===== src/rtl/apb_timer_pkg.sv =====
// Register map, CTRL layout and address helper for apb_timer.
// Pure declarations; no logic, no latency, no flow control.
package apb_timer_pkg;

  localparam logic [4:0] TMR_CTRL_OFS     = 5'h00;
  localparam logic [4:0] TMR_LOAD_OFS     = 5'h04;
  localparam logic [4:0] TMR_VALUE_OFS    = 5'h08;
  localparam logic [4:0] TMR_STATUS_OFS   = 5'h0C;
  localparam logic [4:0] TMR_PRESCALE_OFS = 5'h10;

  localparam int CTRL_EN_BIT          = 0;
  localparam int CTRL_AUTO_RELOAD_BIT = 1;
  localparam int CTRL_IRQ_EN_BIT      = 2;

  typedef struct packed {
    logic irq_en;
    logic auto_reload;
    logic en;
  } tmr_ctrl_t;

  // Only Paddr[4:2] is decoded; rebuild a byte offset for comparison with the map.
  function automatic logic [4:0] tmr_ofs(input logic [2:0] word_idx);
    return {word_idx, 2'b00};
  endfunction

endpackage


===== src/rtl/apb_timer_prescaler.sv =====
// Tick divider: one-cycle tick every prescale+1 clocks while en; counter held at 0 when idle.
// New prescale values are sampled only at a wrap (or while idle); no backpressure.
module apb_timer_prescaler (
  input  logic       clk,
  input  logic       rst_n,
  input  logic       en,
  input  logic [7:0] prescale,
  output logic       tick
);

  logic [7:0] cnt_q, cnt_d;
  logic [7:0] lim_q, lim_d;
  logic       wrap;

  assign wrap = (cnt_q == lim_q);
  assign tick = en & wrap;

  always_comb begin
    cnt_d = cnt_q;
    lim_d = lim_q;
    if (!en || wrap) begin
      cnt_d = '0;
      lim_d = prescale;
    end else begin
      cnt_d = cnt_q + 8'd1;
    end
  end

  always_ff @(posedge clk or negedge rst_n) begin
    if (!rst_n) begin
      cnt_q <= '0;
      lim_q <= '0;
    end else begin
      cnt_q <= cnt_d;
      lim_q <= lim_d;
    end
  end

endmodule


===== src/rtl/apb_timer.sv =====
// Zero-wait APB down-counter timer with auto-reload, sticky EXPIRED and level irq; writes commit in the access phase, reads are combinational.
// Optional prescaler enabled by `APB_TIMER_PRESCALER_EN; no PREADY, so the bus is never stalled.
module apb_timer
  import apb_timer_pkg::*;
#(
  parameter int CNT_W = 32
) (
  input  logic        Hclk,
  input  logic        Hrstn,
  input  logic        Pselx,
  input  logic        Penable,
  input  logic        Pwrite,
  input  logic [31:0] Paddr,
  input  logic [31:0] Pwdata,
  output logic [31:0] Prdata,
  output logic        timer_irq
);

  logic             wr_en, rd_en;
  logic [4:0]       ofs;
  logic             ctrl_wr, load_wr, status_wr;
  logic             tick, tick_en, expire_evt;
  logic [31:0]      rdata;
  logic             unused_bits;

  tmr_ctrl_t        ctrl_q, ctrl_d;
  logic [CNT_W-1:0] load_q, load_d;
  logic [CNT_W-1:0] value_q, value_d;
  logic             expired_q, expired_d;

  assign wr_en     = Pselx & Penable & Pwrite;
  assign rd_en     = Pselx & ~Pwrite;
  assign ofs       = tmr_ofs(Paddr[4:2]);
  assign ctrl_wr   = wr_en & (ofs == TMR_CTRL_OFS);
  assign load_wr   = wr_en & (ofs == TMR_LOAD_OFS);
  assign status_wr = wr_en & (ofs == TMR_STATUS_OFS);

  assign unused_bits = ^{Paddr[31:5], Paddr[1:0], Pwdata};

`ifdef APB_TIMER_PRESCALER_EN
  logic [7:0] prescale_q, prescale_d;

  always_comb begin
    prescale_d = prescale_q;
    if (wr_en && (ofs == TMR_PRESCALE_OFS)) prescale_d = Pwdata[7:0];
  end

  always_ff @(posedge Hclk or negedge Hrstn) begin
    if (!Hrstn) prescale_q <= '0;
    else        prescale_q <= prescale_d;
  end

  apb_timer_prescaler u_prescaler (
    .clk      (Hclk),
    .rst_n    (Hrstn),
    .en       (ctrl_q.en),
    .prescale (prescale_q),
    .tick     (tick)
  );
`else
  assign tick = 1'b1;
`endif

  // A CTRL write that clears EN cancels the tick on its edge entirely.
  assign tick_en    = ctrl_q.en & tick & ~(ctrl_wr & ~Pwdata[CTRL_EN_BIT]);
  assign expire_evt = tick_en & (value_q == '0);

  always_comb begin
    ctrl_d = ctrl_q;
    load_d = load_q;
    value_d = value_q;
    if (tick_en) begin
      if (!expire_evt)             value_d = value_q - CNT_W'(1);
      else if (ctrl_q.auto_reload) value_d = load_q;
      else                         ctrl_d.en = 1'b0;
    end
    // Bus writes are applied last so they override the counting update.
    if (ctrl_wr) begin
      ctrl_d.en          = Pwdata[CTRL_EN_BIT];
      ctrl_d.auto_reload = Pwdata[CTRL_AUTO_RELOAD_BIT];
      ctrl_d.irq_en      = Pwdata[CTRL_IRQ_EN_BIT];
    end
    if (load_wr) begin
      load_d  = Pwdata[CNT_W-1:0];
      value_d = Pwdata[CNT_W-1:0];
    end
    expired_d = (expired_q & ~(status_wr & Pwdata[0])) | expire_evt;
  end

  always_ff @(posedge Hclk or negedge Hrstn) begin
    if (!Hrstn) begin
      ctrl_q    <= '0;
      load_q    <= '0;
      value_q   <= '0;
      expired_q <= 1'b0;
    end else begin
      ctrl_q    <= ctrl_d;
      load_q    <= load_d;
      value_q   <= value_d;
      expired_q <= expired_d;
    end
  end

  always_comb begin
    rdata = '0;
    case (ofs)
      TMR_CTRL_OFS:     rdata = {29'b0, ctrl_q};
      TMR_LOAD_OFS:     rdata = 32'(load_q);
      TMR_VALUE_OFS:    rdata = 32'(value_q);
      TMR_STATUS_OFS:   rdata = {31'b0, expired_q};
`ifdef APB_TIMER_PRESCALER_EN
      TMR_PRESCALE_OFS: rdata = {24'b0, prescale_q};
`endif
      default:          rdata = '0;
    endcase
  end

  assign Prdata    = rd_en ? rdata : 32'h0;
  assign timer_irq = expired_q & ctrl_q.irq_en;

endmodule


===== config.mk =====
export PLATFORM = sky130hd
export DESIGN_NAME = apb_timer
export DESIGN_NICKNAME = d
export VERILOG_FILES = /design/src/rtl/apb_timer_pkg.sv /design/src/rtl/apb_timer_prescaler.sv /design/src/rtl/apb_timer.sv
export SDC_FILE = /design/constraint.sdc
export NUM_CORES = 1
export LEC_CHECK = 0
export ABC_AREA = 1
export CORE_MARGIN = 8
export CORE_UTILIZATION = 45
export CTS_CLUSTER_DIAMETER = 40
export CTS_CLUSTER_SIZE = 28
export DETAILED_ROUTE_END_ITERATION = 16
export PLACE_DENSITY = 0.72
export SLEW_MARGIN = 30
export SYNTH_ARGS = -nofsm -noshare
export SYNTH_HDL_FRONTEND = slang
export SYNTH_SLANG_ARGS = --single-unit

===== constraint.sdc =====
create_clock -name Hclk -period 1.98 [get_ports Hclk]
set_input_delay 0.198 -clock Hclk [delete_from_list [all_inputs] [get_ports Hclk]]
set_output_delay 0.198 -clock Hclk [all_outputs]
set_load 0.02 [all_outputs]

# Yosys cells after proc, flatten, opt, wreduce, memory -nomap -nowiden
# Index checks and enable logic that the tools add are counted.
classes:
  add_sub_neg: 1
  bitwise_logic: 17
  muxes: 10
  eq_ne: 5
  n_reduce_logical: 7
op_table:
  columns: ["op", "count"]
  rows:
  - ["$mux W32", 5]
  - ["$pmux W32 S4", 1]
  - ["$logic_not A32 Y1", 1]
  - ["$sub A32 B1 Y32 const B", 1]
  - ["$and A1 B1 Y1", 12]
  - ["$eq A3 B2 Y1 const B", 2]
  - ["$reduce_bool A2 Y1", 3]
  - ["$logic_not A5 Y1", 1]
  - ["$mux W1", 4]
  - ["$not A1 Y1", 4]
  - ["$eq A3 B1 Y1 const B", 1]
  - ["$ne A3 B2 Y1 const B", 1]
  - ["$reduce_and A3 Y1", 1]
  - ["$ne A2 B2 Y1 const B", 1]
  - ["$reduce_and A2 Y1", 1]
  - ["$or A1 B1 Y1", 1]
totals:
  out_inout_bits: 33
  ff_bits: 68
  input_bits: 69

# Depth between registers and ports, before layout
depth:
  ltp_word: 10
  ltp_mapped: 14

# Worst setup path after synthesis
# No wires, ideal clock.
synth_timing:
  kind: "reg-to-reg"
  startpoint: "register value_q[0]"
  endpoint: "register value_q[10]"
  arrival_ns: 1.710
  slack_ns: 0.154
  stages_incl_launch_ff: 14
  cell_sequence: "dfrtp_1 inv_1 ha_1 nand2_1 nor2_1 nand2_2 nor2_8 nand4_2 nand2_2 inv_2 buf_6 buf_6 nand2_1 nand2_1"
synth_via:
  elab_chain_len: 5
  elab_cells_between_ends: 8
  cone_classes: "add/sub (1); eq/ne (1); mux (3); bitwise (1); reduce/logical (2)"
synth_rtl:
  columns: ["element", "line_no", "rtl"]
  rows:
  - ["start: declaration", "apb_timer.sv:28", "logic [CNT_W-1:0] value_q, value_d;"]
  - ["start signal: assignment", "apb_timer.sv:99", "value_q <= value_d;"]
  - ["branches (longest 5 deep; another with $sub A32 B1 Y32)", null, null]
# Several ways; the timed one is not identified. The select of a mux whose other input is x is not followed.
# A chain may end at the register's enable or synchronous reset.

# Worst setup path in the final report
layout_timing:
  startpoint: "input Paddr[2]"
  endpoint: "output Prdata[12]"
layout_via:
  elab_chain_len: 3
  elab_cells_between_ends: 6
  cone_classes: "eq/ne (3); mux (2); reduce/logical (1)"
layout_rtl:
  columns: ["element", "line_no", "rtl"]
  rows:
  - ["start: declaration", "apb_timer.sv:13", "input logic [31:0] Paddr,"]
  - ["$eq A3 B2 Y1 (tied with other cells)", "apb_timer.sv:106", "case (ofs)"]
  - ["$pmux W32 S4 *", "apb_timer.sv:106", null]
  - ["$mux W32 *", "apb_timer.sv:118", "assign Prdata = rd_en ? rdata : 32'h0;"]
  - ["end: declaration", "apb_timer.sv:15", "output logic [31:0] Prdata,"]
# Mark *: on every way between the ends. The rest lies on a longest branch, timed or not.

==> reports/metrics.csv <==
stage;metric;value;unit
run_status;status;finished, final reports clean;
clock_tree;clock sinks;68;
setup_path;startpoint types;primary input;
timing;post-layout min period;1.88;ns
finish;fin nets;973;
clock_tree;H-tree depth;3;
place;Area after DPL;0.00606;sq mm
setup_path;Crit Path Category;in -> out;
timing;Hold WS;0.384;ns
global_routing;total congestion overflow;0;
global_routing;GRT met2 Usage;33.9;%
setup_path;slowest cell on the critical path;clkdlybuf4s50_1;
place;post-detail-place hpwl;11300;um
setup_path;Crit path max-delay family;buffers and inverters;
synthesis;Syn Std Cell Area;0.00474;sq mm
clock_tree;CTS Root Cell;clkbuf_8;
timing;clock skew;0.00575;ns
global_routing;antenna violations before repair;0;
synthesis;number of synthesized register bits;68;
global_routing;GR Util met3;4.09;%
setup_path;Crit. End Element;primary output;
timing;TNS Setup;0;ns
finish;utilization after layout;60.2;%
hold_path;HP Class;in -> async;
synthesis;area leader, netlist;dfrtp_1;
setup_path;CP Cell Sequence;clkdlybuf4s50_1 -> nor2_2 -> inv_1 -> nor2_4 -> buf_12 -> nand2_1 -> a21oi_1 -> buf_2;
setup_path;WP buf/inv;4;
synthesis;Synth area leaders;dfrtp_1, nand2_1, nand3_1, nor2_1, inv_1;
floorplan;die area;0.0141;sq mm
place;Port Buffers;72;
finish;Filler Cells Inserted;1034;
routing;initial DRC count;412;
place;RePlAce Congestion;0.921;
timing;fmax;0.533;GHz
timing;Slew headroom;73.4;%
synthesis;synthesized instance count;777;
global_routing;Overall Global Routing Usage;21.2;%
routing;DRT Pass-1 Iters;6;
finish;Ant. Diodes;0;
routing;antenna viol nets, final;0;
synthesis;Distinct cells, synth;30;
timing;Fin. Hold Viols;0;
floorplan;IO Pins;102;
clock_tree;Num CTS Buffers;9;
routing;routed vias;5314;
routing;routed len/inst;14.5;um
clock_tree;Reg clk slew, reported paths;0.07;ns
global_routing;vias in the first global route;5119;
place;dpl ws;-0.335;ns
power;VDD IR max;0.000512;V
global_routing;met1 usage;28.1;%
timing;max-slew violation count;0;
synthesis;post-synth net total;847;
synthesis;sequential cell area fraction in the yosys report;35.9;%
routing;drt via density;5.09;
synthesis;area share of the leading cell type in the synthesized netlist;35.9;%
global_routing;largest net degree at the start of global routing;69;
clock_tree;Worst-Skew Late Latency;0.35;ns
floorplan;height of the die;119;um
global_routing;first-pass GRT wire length;24800;um
global_routing;gr busiest metal;met2;
timing;worst slew pin tran;0.398;ns
setup_path;Max FO, Critical Path;14;
floorplan;core area;0.0103;sq mm
routing;drt total wl;15100;um
timing;final worst-path cycle share;94.8;%
clock_tree;maximum buffer depth of the clock tree;2;
timing;setup ws final;0.103;ns
floorplan;FP Rows;37;
floorplan;die width;119;um
finish;layout cells sized above 1;16.6;%
run;number of max-cap violations;0;
routing;DRC Markers;0;
clock_tree;TritonCTS clock tree;done;
timing;unrepaired setup endpoints after global routing;no;
finish;fin area;0.00619;sq mm
setup_path;critical path's largest stage delay;0.46;ns
timing;Final setup viols;0;
floorplan;initial core utilization;46.1;%
setup_path;data required time of the worst path;1.78;ns
setup_path;CP arrival;1.68;ns
synthesis;Avg Cell Area, Syn;6.10;sq um
power;PwrDens;1140;mW/mm^2
finish;area grow syn2layout;30.4;%
synthesis;Yosys warning count;0;
power;Leak;3.43;nW
tightest hold or removal path: stages:
cell	delay, ns
dlygate4sd3_1	0.52
buf_2	0.12
buf_12	0.31
repair_timing:
| action | CTS | global route |
|---|---|---|
| gates resized for setup | 88 | 58 |
| hold buffers | 1 | 0 |
| endpoints found under the setup margin | 60 | 63 |
| cloned | 0 | 1 |
| buffers inserted | 0 | 1 |
| pin swaps | 0 | 2 |
| hold endpoints to repair | 68 | 0 |
logic make-up after synthesis:
| family | count (synthesis) | synth area share (%) |
|---|---|---|
| fa+ha+maj | 1 | 0.264 |
| flops | 68 | 35.9 |
| compound gates | 57 | 6.33 |
| buf+inv | 94 | 8.10 |
| simple gates | 547 | 47.6 |
| xor+xnor | 10 | 1.85 |
registers in the layout, summed over array words and instances (netlist names):
register and cells:
load_q 32, ctrl_q 3, value_q 32, expired_q 1
cell usage after synthesis (all sizes together):
master,number
o211ai,1
a21oi,29
nand2,389
ha,1
clkbuf,16
nand4,16
o22ai,2
xor2,6
dfrtp,68
o31ai,1
inv,63
xnor2,4
a31oi,1
nor2,74
nand3,65
buf,15
o21bai,1
o21ai,21
nor3,1
a221oi,1
nand3b,2
path summary, 6_finish.rpt:
check | end | slack (ns) | startpoint | cells after the start
max | Prdata[12] | 0.10 | Paddr[2] | 8
min | load_q[5]$_DFFE_PN0P_ | 0.38 | Hrstn | 3
max reg2reg | value_q[28]$_DFFE_PN0P_ | 0.14 | value_q[13]$_DFFE_PN0P_ | 12
min reg2reg | load_q[16]$_DFFE_PN0P_ | 0.50 | load_q[16]$_DFFE_PN0P_ | 2
max in group asynchronous | value_q[19]$_DFFE_PN0P_ | 1.26 | Hrstn | 3
min in group Hclk | load_q[7]$_DFFE_PN0P_ | 0.40 | Pwdata[7] | 3
where the power goes:
part	total [mW]	internal [mW]	leakage [nW]	switching [mW]
combinational	3.92	1.48	2.47	2.44
clock	1.04	0.514	0.0893	0.530
sequential	2.09	1.77	0.873	0.313
total	7.05	3.77	3.43	3.28
stage by stage:
step | power (mW) | instances
finish | 7.05 | 1043
global route | 7.68 | 1043
CTS | 6.92 | 1041
detailed placement | 5.84 | 1025
global placement | 5.78 | 1025
floorplan | 4.52 | 777
placed cells by master (no fill, tap or decap), types with 2 or more instances in the layout:
master,Yosys,routed
o22ai_1,2,2
clkbuf_1,16,2
o21ai_0,21,21
clkbuf_8,0,11
nor2_4,3,8
nand4_1,15,15
buf_2,10,23
dfrtp_1,68,68
nand2_2,4,6
nor2_1,63,55
buf_4,1,67
inv_1,59,57
xnor2_1,4,4
clkbuf_2,0,7
nand3b_1,2,2
xor2_1,6,6
clkdlybuf4s50_1,0,39
nand2_1,385,383
buf_6,2,4
nand3_1,65,65
buf_12,0,4
a21oi_1,29,29
inv_2,4,5
nor2_2,7,10
clkinv_2,0,2
cell type report:
type	instances	area (sq um)	area share, %
clock buffers	13	159	2.57
clock inverters	2	10.0	0.162
inverters	63	239	3.86
multi-input cells	615	2720	44.0
flip-flops and latches	68	1700	27.5
well taps	136	170	2.75
repair buffers	146	1190	19.2
routing by layer:
layer,share of wire (%),vias to the layer above
li1,-,2677
met1,46,2444
met2,46,169
met3,6.1,24
met4,1.6,0
met5,0,-
(Power assumes the default switching activity.)
